File: config.mk
export PLATFORM = sky130hd
export DESIGN_NAME = byte_packer
export DESIGN_NICKNAME = d
export VERILOG_FILES = /design/src/rtl/byte_packer.sv
export SDC_FILE = /design/constraint.sdc
export NUM_CORES = 1
export LEC_CHECK = 0
export CORE_ASPECT_RATIO = 0.75
export CORE_MARGIN = 2
export CORE_UTILIZATION = 36
export CTS_CLUSTER_DIAMETER = 150
export DETAILED_ROUTE_END_ITERATION = 8
export GPL_TIMING_DRIVEN = 0
export HOLD_SLACK_MARGIN = 0.1
export PLACE_DENSITY = 0.64
export SLEW_MARGIN = 20
export SYNTH_ARGS = -nofsm -noshare
export SYNTH_HDL_FRONTEND = slang
export SYNTH_SLANG_ARGS = --single-unit
File: constraint.sdc
create_clock -name clk -period 3.3 [get_ports clk]
set_clock_uncertainty 0.05 [all_clocks]
set_input_delay 0.66 -clock clk [delete_from_list [all_inputs] [get_ports clk]]
set_output_delay 0.66 -clock clk [all_outputs]
set_load 0.01 [all_outputs]
File: src/rtl/byte_packer.sv
// Byte-to-word packer: four bytes in over valid/ready, one 32-bit word out.
// First byte lands in [31:24]; the fourth byte completes the word.
module byte_packer (
   input  logic        clk,
   input  logic        reset,
   input  logic [7:0]  in_data,
   input  logic        in_valid,
   output logic        in_ready,
   output logic [31:0] out_data,
   output logic        out_valid,
   input  logic        out_ready,
   output logic [1:0]  count
);

   typedef enum logic [1:0] {
      FILL0 = 2'd0,
      FILL1 = 2'd1,
      FILL2 = 2'd2,
      FILL3 = 2'd3
   } state_e;

   state_e      state_q;
   logic [23:0] asm_q;
   logic [31:0] data_q;
   logic        valid_q;

   logic        in_fire;
   logic        out_fire;

   // Only the completing byte can be blocked by a pending word.
   assign in_ready = (state_q != FILL3) || !valid_q || out_ready;
   assign in_fire  = in_valid && in_ready;
   assign out_fire = valid_q && out_ready;

   always_ff @(posedge clk or posedge reset) begin
      if (reset) begin
         state_q <= FILL0;
         asm_q   <= 24'h00_0000;
         data_q  <= 32'h0000_0000;
         valid_q <= 1'b0;
      end else begin
         if (out_fire) begin
            valid_q <= 1'b0;
         end
         if (in_fire) begin
            unique case (state_q)
               FILL0: begin
                  asm_q[23:16] <= in_data;
                  state_q      <= FILL1;
               end
               FILL1: begin
                  asm_q[15:8] <= in_data;
                  state_q     <= FILL2;
               end
               FILL2: begin
                  asm_q[7:0] <= in_data;
                  state_q    <= FILL3;
               end
               FILL3: begin
                  // Overrides the drain above when both happen together.
                  data_q  <= {asm_q, in_data};
                  valid_q <= 1'b1;
                  state_q <= FILL0;
               end
               default: state_q <= FILL0;
            endcase
         end
      end
   end

   assign out_data  = data_q;
   assign out_valid = valid_q;
   assign count     = state_q;

endmodule
==> impl_metrics.env <==
export IMPL_vias_per_cell=4.48
export IMPL_synth_ff_type="dfrtp_1"
export IMPL_power_share_sequential=0.394
export IMPL_critPathArrivalTime_ns=1.84
export IMPL_grt_pass1_vias=1443
export IMPL_syn_nets=159
export IMPL_htree_levels=3
export IMPL_yosys_top_cells_area="dfrtp_1 59%, mux2_4 18%, mux2_2 12%"
export IMPL_power_density_mw_per_mm2=1010
export IMPL_yosysTopAreaCellShare=0.589
export IMPL_synth_seq_cells=59
export IMPL_vdd_drop_max_mv=0.400
export IMPL_place_congestion=0.733
export IMPL_relSlewSlack=0.832
export IMPL_cts_setup_buffers=0
export IMPL_post_route_period_util=0.773
export IMPL_netlist_area_mm2=0.00251
export IMPL_antenna_found_initial=0
export IMPL_clock_path_buffers=2
export IMPL_tightest_slew_ns=0.251
export IMPL_path_class="input port to output pin"
export IMPL_swShare=0.281
export IMPL_tritoncts="built"
export IMPL_internal_power_mw=2.40
export IMPL_fill_cells=591
export IMPL_clkTransAtPathRegs_ns=0.06
export IMPL_leakage_nw=1.47
export IMPL_pwr_share_comb=0.423
export IMPL_r2r_cells=6
export IMPL_grt_pass1_wl_mm=7.38
export IMPL_clk_latency_ns=0.32
export IMPL_totalPowerFinal_mw=3.33
export IMPL_start_util=0.371
export IMPL_worstPathRequired_ns=2.59
export IMPL_die_y_um=76.3
export IMPL_synth_cell_types=14
export IMPL_finalCoreUtilization=0.487
export IMPL_synth_most_common_cell="dfrtp_1"
export IMPL_critical_path_startpoint_type="input port"
export IMPL_reg2reg_setup_slack_ns=1.60
export IMPL_synth_commonest_cells="59 x dfrtp_1, 30 x mux2_4, 27 x mux2_2, 5 x ha_1, 4 x buf_6"
export IMPL_fin_setup_tns_ns=0
export IMPL_outcome="finished clean"
export IMPL_worstReg2RegStart="count[1]$_DFFE_PP0P_"
export IMPL_reg2reg_to="out_data[19]$_DFFE_PP0P_"
export IMPL_io_pins=48
export IMPL_post_drt_wl_per_cell_um=15.4
export IMPL_crit_path_end_kind="output pin"
export IMPL_drt_iter0_drc=40
export IMPL_clockPowerShare=0.183
export IMPL_p_sw_mw=0.936
export IMPL_period_minus_slack_ns=2.55
export IMPL_drive_gt1_frac=0.415
export IMPL_io_buffers=47
export IMPL_cts_buffers=9
export IMPL_cts_resized_gates=0
export IMPL_syn2layout_area_growth_pct=31.4
export IMPL_crit_end="in_ready"
export IMPL_avgSynthCellArea_um2=17.7
export IMPL_track_usage=0.128
export IMPL_syn_inst=142
export IMPL_fmax_ghz=0.392
export IMPL_num_nets_final=218
export IMPL_min_path_type="register to register"
export IMPL_die_area_mm2=0.00766
export IMPL_drc=0
export IMPL_synth_edf_count=0
export IMPL_worstPathMaxFanout=5
export IMPL_critPathLaunch="out_ready"
export IMPL_root_buffer="clkbuf_8"
export IMPL_chipWidth_um=100
export IMPL_cap_viol_max_count=0
export IMPL_clkSinkCount=59
export IMPL_maxSlewViolCount=0
export IMPL_coreArea_mm2=0.00677
export IMPL_rows=26
export IMPL_yosysWarnings=0
export IMPL_firstDrtPassIters=4
export IMPL_dpl_hpwl_mm=3.07
export IMPL_antenna_cells=0
export IMPL_routed_wl_mm=4.46
export IMPL_final_hold_violation_count=0
export IMPL_rsz0062_at_grt="no"
export IMPL_setup_violations_final=0
export IMPL_drtAntennaViolNets=0
export IMPL_synth_async_reset_ratio=1.00
export IMPL_vias=1294
export IMPL_cts_hold_buf=0
export IMPL_yosys_area_top_type="dfrtp_1"
export IMPL_overflow=0
export IMPL_ys_seq_area_frac=0.589
export IMPL_grt_max_degree=51
==> power by group through the flow <==
stage / sequential, mW / clock (mW) / combinational [mW]
final: 1.31 / 0.609 / 1.41
after global routing: 1.37 / 0.664 / 1.51
after CTS: 1.32 / 0.637 / 1.44
after detailed placement: 1.33 / 0 / 1.43
after global placement: 1.33 / 0 / 1.40
after floorplan: 1.38 / 0 / 0.771
==> sequential cells by signal, indices dropped and copies added (netlist names) <==
signal	count
out_valid	1
asm_q	24
out_data	32
count	2
==> kinds of logic (layout without fill, tap and decap cells) <==
family / Yosys count / count (layout) / synth area share
DFF: 59 / 59 / 0.589
adders and majority gates: 5 / 5 / 0.0249
muxes: 58 / 58 / 0.305
and+or+nand+nor: 10 / 10 / 0.0354
buffers and inverters: 10 / 73 / 0.0464
==> cell usage in the layout (no fill, tap or decap) <==
| cell type | count |
|---|---|
| inv_1 | 2 |
| bufinv_16 | 1 |
| nor2b_4 | 1 |
| nand2_1 | 3 |
| nand3b_4 | 1 |
| mux2i_1 | 1 |
| mux2_2 | 27 |
| buf_6 | 4 |
| dfrtp_1 | 59 |
| clkinvlp_4 | 2 |
| nor2_1 | 1 |
| mux2_4 | 30 |
| clkbuf_8 | 9 |
| inv_4 | 1 |
| clkdlybuf4s50_1 | 47 |
| clkinv_2 | 2 |
| buf_16 | 1 |
| buf_12 | 3 |
| clkbuf_1 | 1 |
| nand2b_1 | 1 |
| ha_1 | 5 |
| and3_4 | 3 |
==> worst min-delay path by stage <==
stage                               start                       end  slack [ns]  depth (start not counted)
floorplan            asm_q[2]$_DFFE_PP0P_  out_data[10]$_DFFE_PP0P_        0.43                          1
global route        asm_q[21]$_DFFE_PP0P_  out_data[29]$_DFFE_PP0P_        0.45                          1
finish              asm_q[21]$_DFFE_PP0P_  out_data[29]$_DFFE_PP0P_        0.45                          1
detailed placement   asm_q[1]$_DFFE_PP0P_   out_data[9]$_DFFE_PP0P_        0.44                          1
global placement     asm_q[1]$_DFFE_PP0P_   out_data[9]$_DFFE_PP0P_        0.43                          1
CTS                 asm_q[21]$_DFFE_PP0P_  out_data[29]$_DFFE_PP0P_        0.45                          1
==> through the flow <==
| step | cell area (um2) | hold WS [ns] | worst slack [ns] | std cells |
|---|---|---|---|---|
| after floorplan | 2510 | 0.427 | 1.13 | 142 |
| after global placement | 3080 | 0.433 | 0.0450 | 273 |
| after detailed placement | 3110 | 0.437 | 0.730 | 274 |
| after CTS | 3300 | 0.446 | 0.733 | 289 |
| after global routing | 3300 | 0.455 | 0.717 | 289 |
| final | 3300 | 0.449 | 0.750 | 289 |
==> worst max-delay path: stages <==
cell	delay, ns
clkdlybuf4s50_1	0.48
nand3b_4	0.16
clkdlybuf4s50_1	0.54
==> metal layers <==
| metal | up-vias | track usage | wire length, um |
|---|---|---|---|
| li1 | 610 | - | - |
| met1 | 643 | 0.174 | 2240 |
| met2 | 36 | 0.181 | 1930 |
| met3 | 5 | 0.0578 | 244 |
| met4 | 0 | 0.0452 | 44 |
| met5 | - | 0 | 0 |
==> cell type report <==
cell class                      instances  area (um2)  area share
Sequential cell                        59        1480       0.448
Tap cell                               84         105      0.0319
Buffer                                  7         105      0.0319
Clock buffer                           10         128      0.0387
Timing Repair Buffer                   48         498       0.151
Inverter                                3        13.8     0.00417
Multi-Input combinational cell         73         916       0.278
Clock inverter                          5        55.1      0.0167
No activity file was read; power rests on OpenSTA's default activity.
